**src/rtl/vx_gbar_arbiter_pkg.sv**
```systemverilog
// -----------------------------------------------------------------------------
// vx_gbar_arbiter_pkg
// Shared definitions for the cluster global-barrier controller.
//   - GBAR_DEF_*     : default cluster geometry
//   - gbar_w()       : id/index width helper, never narrower than 1 bit
//   - gbar_req_t     : per-core barrier request payload (default geometry)
//   - gbar_rsp_t     : broadcast release payload (default geometry)
// -----------------------------------------------------------------------------
package vx_gbar_arbiter_pkg;

    // Width of an index into n items; a 1-entry space still needs a 1-bit field.
    function automatic int gbar_w(input int n);
        return (n > 1) ? $clog2(n) : 1;
    endfunction

    localparam int GBAR_DEF_NUM_CORES    = 4;
    localparam int GBAR_DEF_NUM_BARRIERS = 8;
    localparam int GBAR_DEF_PERF_BITS    = 44;
    localparam int GBAR_NB_WIDTH         = gbar_w(GBAR_DEF_NUM_BARRIERS);
    localparam int GBAR_NC_WIDTH         = gbar_w(GBAR_DEF_NUM_CORES);

    typedef struct packed {
        logic [GBAR_NB_WIDTH-1:0] id;
        logic [GBAR_NC_WIDTH-1:0] size_m1;
    } gbar_req_t;

    typedef struct packed {
        logic [GBAR_NB_WIDTH-1:0] id;
    } gbar_rsp_t;

endpackage

```
**src/rtl/vx_gbar_rr_arb.sv**
```systemverilog
// -----------------------------------------------------------------------------
// vx_gbar_rr_arb
// N-way round-robin arbiter, reusable for any cluster-shared resource.
// Ports:
//   clk, reset      : clock, asynchronous active-high reset
//   i_valid[N]      : requester valid vector
//   i_fire          : advance the pointer past the current grant
//   o_grant[N]      : one-hot grant (all zero when nothing is valid)
//   o_grant_idx     : index of the granted requester
//   o_grant_valid   : some requester is granted this cycle
// The search starts at the pointer and wraps; after a fire the pointer moves
// to the slot just past the winner, so every requester waits at most N-1
// grants.
// -----------------------------------------------------------------------------
module vx_gbar_rr_arb
    import vx_gbar_arbiter_pkg::*;
#(
    parameter int N  = 4,
    parameter int IW = gbar_w(N)
) (
    input  logic          clk,
    input  logic          reset,
    input  logic [N-1:0]  i_valid,
    input  logic          i_fire,
    output logic [N-1:0]  o_grant,
    output logic [IW-1:0] o_grant_idx,
    output logic          o_grant_valid
);

    logic [IW-1:0] r_ptr;

    always_comb begin
        int w_idx;
        w_idx         = 0;
        o_grant       = '0;
        o_grant_idx   = '0;
        o_grant_valid = 1'b0;
        for (int k = 0; k < N; k++) begin
            w_idx = int'(r_ptr) + k;
            if (w_idx >= N) w_idx = w_idx - N;
            if (!o_grant_valid && i_valid[w_idx]) begin
                o_grant_valid = 1'b1;
                o_grant_idx   = IW'(w_idx);
            end
        end
        if (o_grant_valid) o_grant[o_grant_idx] = 1'b1;
    end

    always_ff @(posedge clk or posedge reset) begin
        if (reset) begin
            r_ptr <= '0;
        end else if (i_fire) begin
            r_ptr <= (o_grant_idx == IW'(N - 1)) ? '0 : o_grant_idx + 1'b1;
        end
    end

endmodule

```
**src/rtl/vx_gbar_arbiter.sv**
```systemverilog
// -----------------------------------------------------------------------------
// vx_gbar_arbiter
// Cluster-level global barrier controller shared by all cores.
// Ports:
//   clk, reset          : clock, asynchronous active-high reset
//   req_valid[C]        : per-core barrier request valid
//   req_id[C*NB]        : per-core barrier id (core c at [c*NB +: NB])
//   req_size_m1[C*NC]   : per-core participating core count minus one
//   req_ready[C]        : per-core grant, at most one high per cycle
//   rsp_valid, rsp_id   : one-cycle release pulse broadcast to all cores
//   err_dup             : sticky, a core re-arrived at a barrier it already held
//   perf_releases,
//   perf_stall_cycles   : only when GBAR_PERF_EN is defined; wrapping counters
//                         of release pulses and of cycles with >1 requester
// Optional feature macro: GBAR_PERF_EN
// One request is accepted per cycle. Each barrier keeps a core-arrival mask;
// the arrival that brings the population up to size_m1+1 clears the mask and
// triggers the release on the following cycle. Only the completing request's
// size is looked at.
// -----------------------------------------------------------------------------
module vx_gbar_arbiter
    import vx_gbar_arbiter_pkg::*;
#(
    parameter int NUM_CORES     = GBAR_DEF_NUM_CORES,
    parameter int NUM_BARRIERS  = GBAR_DEF_NUM_BARRIERS,
    parameter int NB_WIDTH      = gbar_w(NUM_BARRIERS),
    parameter int NC_WIDTH      = gbar_w(NUM_CORES),
    parameter int PERF_CTR_BITS = GBAR_DEF_PERF_BITS
) (
    input  logic                          clk,
    input  logic                          reset,
    input  logic [NUM_CORES-1:0]          req_valid,
    input  logic [NUM_CORES*NB_WIDTH-1:0] req_id,
    input  logic [NUM_CORES*NC_WIDTH-1:0] req_size_m1,
    output logic [NUM_CORES-1:0]          req_ready,
    output logic                          rsp_valid,
    output logic [NB_WIDTH-1:0]           rsp_id,
    output logic                          err_dup
`ifdef GBAR_PERF_EN
    ,
    output logic [PERF_CTR_BITS-1:0]      perf_releases,
    output logic [PERF_CTR_BITS-1:0]      perf_stall_cycles
`endif
);

    localparam int CNT_W = $clog2(NUM_CORES + 1);
    // Comparison width covers both the arrival count and size_m1+1 without
    // overflow (size_m1+1 can reach 2**NC_WIDTH).
    localparam int CMP_W = ((CNT_W > NC_WIDTH) ? CNT_W : NC_WIDTH) + 1;

    typedef struct packed {
        logic [NB_WIDTH-1:0] id;
        logic [NC_WIDTH-1:0] size_m1;
    } req_t;

    // ---------------------------------------------------------------- unpack
    req_t w_req [NUM_CORES];

    for (genvar c = 0; c < NUM_CORES; c++) begin : g_unpack
        assign w_req[c].id      = req_id[c*NB_WIDTH +: NB_WIDTH];
        assign w_req[c].size_m1 = req_size_m1[c*NC_WIDTH +: NC_WIDTH];
    end

    // ------------------------------------------------------------ arbitration
    logic [NUM_CORES-1:0] w_grant;
    logic [NC_WIDTH-1:0]  w_gidx;
    logic                 w_gvalid;
    logic                 w_fire;

    vx_gbar_rr_arb #(
        .N  (NUM_CORES),
        .IW (NC_WIDTH)
    ) u_rr_arb (
        .clk           (clk),
        .reset         (reset),
        .i_valid       (req_valid),
        .i_fire        (w_fire),
        .o_grant       (w_grant),
        .o_grant_idx   (w_gidx),
        .o_grant_valid (w_gvalid)
    );

    // The grant is only ever raised on a valid requester, so a granted
    // request always fires; there is no second handshake to wait on.
    assign req_ready = w_grant;
    assign w_fire    = w_gvalid;

    // -------------------------------------------------------- arrival tracking
    logic [NUM_CORES-1:0] r_mask [NUM_BARRIERS];
    req_t                 w_sel;
    logic [NUM_CORES-1:0] w_cur;
    logic [NUM_CORES-1:0] w_new;
    logic [CNT_W-1:0]     w_cnt;
    logic                 w_dup;
    logic                 w_done;

    assign w_sel = w_req[w_gidx];
    assign w_cur = r_mask[w_sel.id];
    assign w_new = w_cur | w_grant;
    assign w_dup = |(w_cur & w_grant);

    always_comb begin
        w_cnt = '0;
        for (int c = 0; c < NUM_CORES; c++) begin
            w_cnt = w_cnt + CNT_W'(w_new[c]);
        end
    end

    assign w_done = (CMP_W'(w_cnt) >= (CMP_W'(w_sel.size_m1) + CMP_W'(1)));

    // A duplicate arrival leaves the mask alone but can still complete the
    // barrier if the other cores have already filled it.
    always_ff @(posedge clk or posedge reset) begin
        if (reset) begin
            for (int b = 0; b < NUM_BARRIERS; b++) r_mask[b] <= '0;
        end else if (w_fire) begin
            if (w_done)
                r_mask[w_sel.id] <= '0;
            else if (!w_dup)
                r_mask[w_sel.id] <= w_new;
        end
    end

    // -------------------------------------------------------------- response
    logic                r_rsp_valid;
    logic [NB_WIDTH-1:0] r_rsp_id;
    logic                r_err_dup;

    always_ff @(posedge clk or posedge reset) begin
        if (reset) begin
            r_rsp_valid <= 1'b0;
            r_rsp_id    <= '0;
            r_err_dup   <= 1'b0;
        end else begin
            r_rsp_valid <= w_fire && w_done;
            if (w_fire && w_done) r_rsp_id <= w_sel.id;
            if (w_fire && w_dup)  r_err_dup <= 1'b1;
        end
    end

    assign rsp_valid = r_rsp_valid;
    assign rsp_id    = r_rsp_id;
    assign err_dup   = r_err_dup;

`ifdef GBAR_PERF_EN
    // ---------------------------------------------------------- perf counters
    logic [PERF_CTR_BITS-1:0] r_perf_rel;
    logic [PERF_CTR_BITS-1:0] r_perf_stall;
    logic [CNT_W-1:0]         w_nreq;

    always_comb begin
        w_nreq = '0;
        for (int c = 0; c < NUM_CORES; c++) begin
            w_nreq = w_nreq + CNT_W'(req_valid[c]);
        end
    end

    always_ff @(posedge clk or posedge reset) begin
        if (reset) begin
            r_perf_rel   <= '0;
            r_perf_stall <= '0;
        end else begin
            if (r_rsp_valid)           r_perf_rel   <= r_perf_rel + 1'b1;
            if (w_nreq > CNT_W'(1))    r_perf_stall <= r_perf_stall + 1'b1;
        end
    end

    assign perf_releases     = r_perf_rel;
    assign perf_stall_cycles = r_perf_stall;
`endif

endmodule

```
**config.mk**
```make
export PLATFORM = sky130hd
export DESIGN_NAME = vx_gbar_arbiter
export DESIGN_NICKNAME = d
export VERILOG_FILES = /design/src/rtl/vx_gbar_arbiter_pkg.sv /design/src/rtl/vx_gbar_rr_arb.sv /design/src/rtl/vx_gbar_arbiter.sv
export SDC_FILE = /design/constraint.sdc
export NUM_CORES = 1
export LEC_CHECK = 0
export ABC_AREA = 1
export CORE_MARGIN = 2
export CORE_UTILIZATION = 30
export DETAILED_ROUTE_END_ITERATION = 8
export DONT_BUFFER_PORTS = 1
export GPL_TIMING_DRIVEN = 0
export PLACE_DENSITY = 0.44
export SLEW_MARGIN = 5
export SYNTH_ARGS = -nofsm -noshare
export SYNTH_HDL_FRONTEND = slang
export SYNTH_SLANG_ARGS = --single-unit
```
**constraint.sdc**
```tcl
create_clock -name clk -period 5.2 [get_ports clk]
set_input_delay 1.3 -clock clk [delete_from_list [all_inputs] [get_ports clk]]
set_output_delay 1.3 -clock clk [all_outputs]
set_load 0.01 [all_outputs]
```
======== Yosys cells after proc, flatten, opt, wreduce, memory -nomap -nowiden ========
Index checks and enable logic that the tools add are counted.
storage, ports and cells
  register bits after elaboration ......... 39
  input port bits ......................... 26
  output and inout bits ................... 9
operators by class
  equality and inequality tests ........... 2
  add/sub/neg operators ................... 12
  reductions and logical operators ........ 12
  multiplexer cells ....................... 39
  bitwise operators ....................... 6
  order comparisons ....................... 14
operator list
  cell                     number
  $mux W32                 6
  $lt A32 B4 Y1 const B    4
  $ge A32 B4 Y1 const B    3
  $sub A32 B4 Y32 const B  3
  $and A32 B32 Y32         1
  $bwmux W32               1
  $not A32 Y32             1
  $mux W4                  4
  $mux W1                  13
  $bmux W4 S3              1
  $demux W4 S3             1
  $bmux W5 S2              1
  $mux W2                  5
  $mux W5                  2
  $bmux W1 S2              4
  $logic_and A1 B1 Y1      7
  $add A2 B1 Y3 const B    2
  $add A2 B2 Y3 const B    2
  $and A4 B4 Y4            1
  $ge A4 B4 Y1 const B     1
  $lt A4 B1 Y1 const B     1
  $not A3 Y4               1
  $or A4 B4 Y4             1
  $reduce_or A4 Y1         1
  other kinds (16)         18

======== Depth between registers and ports, before layout ========
  depth after elaboration ................. 30
  mapped depth ............................ 33
  gate-level depth less buffers ........... 30

======== Modules after synthesis ========
Synthesis repeated with hierarchy kept, for this count alone.
unflattened totals
  cells, all modules ...................... 436
  area, all modules ....................... 3026.7 µm²
modules (own cells, without submodules)
  module           cells each  seq. area each (µm²)  area an instance (µm²)  times used
  vx_gbar_arbiter  355         925.9                 2566.2                  1
  vx_gbar_rr_arb   81          50.0                  460.4                   1

======== Worst setup path after synthesis ========
OpenSTA, ideal clock, no wires.
  kind .................................... input-to-reg
  start point ............................. in req_valid[3]
  end point ............................... reg r_mask[10] (netlist bit)
  stages .................................. 30
  arrival ................................. 5.302 ns
  path slack .............................. -0.169 ns
  path buffers ............................ 2
  cells stage by stage .................... inv_1 nand2_2 nand3_2 nand2_2 nor2_8 nand3_4 nand2_4 nand2_2 buf_6 nand2_1 nand3_2 nand2_4 buf_6 nand2_1 nand3_1 nand2_1 nor2_1 nor2_1 fa_1 inv_1 ha_1 ha_1 ha_1 nand2_1 o21ai_0 a31oi_1 inv_1 a21oi_1 nand4_1 nand2_1
between the ends
  cells in the longest elaborated chain, start to end .. 28
RTL lines
  element                                      line                    source
  start: declaration                           vx_gbar_arbiter.sv:32   input logic [NUM_CORES-1:0] req_valid,
  $bmux W1 S2                                  vx_gbar_rr_arb.sv:41    if (!o_grant_valid && i_valid[w_idx]) begin
  $mux W1 (implied by the code) (2 in series)  vx_gbar_rr_arb.sv:41
  $mux W1                                      vx_gbar_rr_arb.sv:41
  $logic_not A1 Y1                             vx_gbar_rr_arb.sv:41
  $logic_and A1 B1 Y1                          vx_gbar_rr_arb.sv:41
  $mux W1                                      vx_gbar_rr_arb.sv:41
  $logic_not A1 Y1                             vx_gbar_rr_arb.sv:41
  $logic_and A1 B1 Y1                          vx_gbar_rr_arb.sv:41
  (+10 left out)                               --
  $mux W4 (implied by the code) (2 in series)  vx_gbar_arbiter.sv:98   assign w_cur = r_mask[w_sel.id];
  $or A4 B4 Y4                                 vx_gbar_arbiter.sv:99   assign w_new = w_cur | w_grant;
  $add A1 B1 Y2                                vx_gbar_arbiter.sv:105  w_cnt = w_cnt + CNT_W'(w_new[c]);
  $add A2 B1 Y3                                vx_gbar_arbiter.sv:105
  $add A3 B1 Y3                                vx_gbar_arbiter.sv:105
  $ge A3 B3 Y1                                 vx_gbar_arbiter.sv:109  assign w_done = (CMP_W'(w_cnt) >= (CMP_W'(w_sel.size_m1) + CMP_W'(1)));
  $ne A2 B1 Y1 (no line)                       --
  $reduce_and A2 Y1 (no line)                  --
  end signal: indexed assignment               vx_gbar_arbiter.sv:120  r_mask[w_sel.id] <= w_new;
  end: declaration                             vx_gbar_arbiter.sv:89   logic [NUM_CORES-1:0] r_mask [NUM_BARRIERS];
Several ways; a longest one is shown, not always the timed one. The select of a mux whose other input is x is not followed.
A chain may end at the register's enable or synchronous reset.

======== Worst setup path after layout ========
  start point ............................. in req_valid[2]
  end point ............................... reg r_mask[17] (netlist bit)
The elaborated chain is that of the path after synthesis.

==> results.toml <==
[final_layout]
drive_gt1_share_pct = 26.5
final_cells = 616
syn_to_final_growth_pct = 25.7
most-common-layout-cells = "145 x nand2_1, 62 x nand3_1, 57 x inv_1"
final_common_cell = "nand2_1"
diodes = 0
num-nets-final = 516

[routing]
top_layer_used = "met4"
drt_pass1_iterations = 4
dr_wl_met3_um = 404
wl_per_cell_um = 14.8
drc = 0
routed-via-count = 2870
antenna_left = 0
wl_met1_um = 4260
drtIter0Drc = 161
vias_per_cell = 4.66
met2_wirelength_um = 4320
finalWirelength_um = 9140

[place]
gp_congestion = 0.849
port_buffers = 0
dp.cells = 583
dp_hpwl_um = 6370
pre_cts_slack_ns = -0.879

[synthesis]
syn_area_um2 = 3090
syn_area_per_cell_um2 = 6.93
ys_async_sr_fraction_pct = 100
ys.flop_type = "dfrtp_1"
ys.warnings.count = 0
synthCells = 446
synth-seq-area-share_pct = 31.6
ys_ff_latch = 39
synth_cell_types = 30
syn_nets = 483
synth_edf_count = 0

[setup_path]
reg2reg_setup_slack_ns = 0.64
cp.required_ns = 5.38
critPathSlowestCell = "fa_1"
crit_arrival_ns = 5.18
critPathCaptureType = "register"
critPathKind = "in2reg"
max_stage_delay_ns = 0.42
start_kind = "input port"
r2r_cells = 33
crit_fanout = 11

[floorplanning]
die-height_um = 105
boundaryPins = 35
core-area_um2 = 10100
num_rows = 37
dieArea_um2 = 11100
die_x_um = 105
start_util_pct = 30.5

[clocking]
clock-sinks = 39
path_clk_slew_ns = 0.08
cts_buffers = 5
htreeDepth = 2
clock_latency_ns = 0.30
cts_buffer_depth = 2
holdBufCountCts = 0
root_buffer = "clkbuf_8"
cts_tree = "done"

[run_status]
outcome = "finished clean"

[global_route]
grt_antenna_before_repair = 0
grt_max_degree = 27
grt_usage_pct = 16.7
grt_pass1_vias = 2908
grt_pass1_wl_um = 14600
grt-ovfl-total = 0

[hold_path]
whs_path_depth = 2
hold_path.class = "reg2reg"

[timing]
maxSlewViolCount = 0
finalCritPeriodShare_pct = 96.1
fmax_mhz = 200
layout_setup_ws_ns = 0.202
slew_headroom_pct = 66.7
worst_slew_pin_slew_ns = 0.494
finClkSkew_ns = 0.0126
period_minus_slack_ns = 5.00
finalHoldViolCount = 0
setup_violations = 0

[job]
maxCapViolCount = 0
[synthesized netlist by cell type (all sizes together), types with 3 or more instances]
| library cell | count | share of area, % |
|---|---|---|
| nand2 | 178 | 24 |
| nand3 | 76 | 14 |
| inv | 65 | 7.9 |
| dfrtp | 39 | 32 |
| nor2 | 31 | 5.8 |
| buf | 13 | 4.8 |
| ha | 10 | 4.1 |
| o21ai | 10 | 1.7 |
| nand4 | 9 | 1.8 |
| a21oi | 3 | 0.49 |
| nand3b | 3 | 0.73 |
| nor3 | 3 | 0.65 |
[metrics by stage]
stage | utilization, % | hold WS, ns | TNS [ns] | area, um2
after floorplan | - | 0.442 | -0.0121 | 3110
final | 38.3 | 0.475 | 0 | 3880
after global placement | 32.4 | 0.457 | -26.63 | 3280
after detailed placement | 32.6 | 0.459 | -28.69 | 3300
after CTS | 35.6 | 0.478 | 0 | 3610
after global routing | 38.3 | 0.491 | -0.229 | 3880
[timing repair]
action / in CTS / in global routing
setup endpoints to repair: 36 / 36
setup buffers: 11 / 11
pin swaps: 5 / 18
resized for setup: 15 / 45
gates cloned: 1 / 2
[logic make-up (layout without fill, tap and decap cells)]
family,Yosys count,after routing,share of synthesized area (%)
fa+ha+maj,11,11,4.70
flops,39,39,31.6
simple gates,301,301,47.9
buf+inv,79,113,12.8
compound gates,16,16,3.00
[per-layer routing]
layer | vias up | global-route usage, %
li1 | 1464 | -
met1 | 1338 | 22.1
met2 | 55 | 27.0
met3 | 13 | 3.53
met4 | 0 | 5.43
met5 | - | 0
[worst max-delay path, delay by kind of cell]
family,cells,cell delay (ns)
fa+ha+maj,4,1.07
compound gates,3,0.41
simple gates,16,1.86
buf+inv,5,0.50
[final cells by class]
cell class	instances	area (um2)
clock buffer	6	72.6
buffer	14	161
timing repair buffer	26	290
tap	136	170
inverter	65	254
fill	1092	6250
clock inverter	2	12.5
sequential	39	976
multi-input combinational	328	1950
[final timing paths]
kind	from	to
min in group asynchronous	reset	r_mask[1]
worst max-delay path	req_valid[2]	r_mask[17]
worst max register to register	u_rr_arb.r_ptr[0]	r_mask[17]
max in group asynchronous	reset	r_mask[10]
worst min register to register	r_mask[10]	r_mask[10]
worst min-delay path	r_mask[10]	r_mask[10]
[sequential cells by signal, summed over array words and instances, names as in the netlist]
signal	count
rsp_id	3
rsp_valid	1
err_dup	1
r_mask	32
u_rr_arb.r_ptr	2
Power is left out: the tool's default activity adds up to more than one toggle a clock period on the data nets, which glitch-free logic cannot reach.
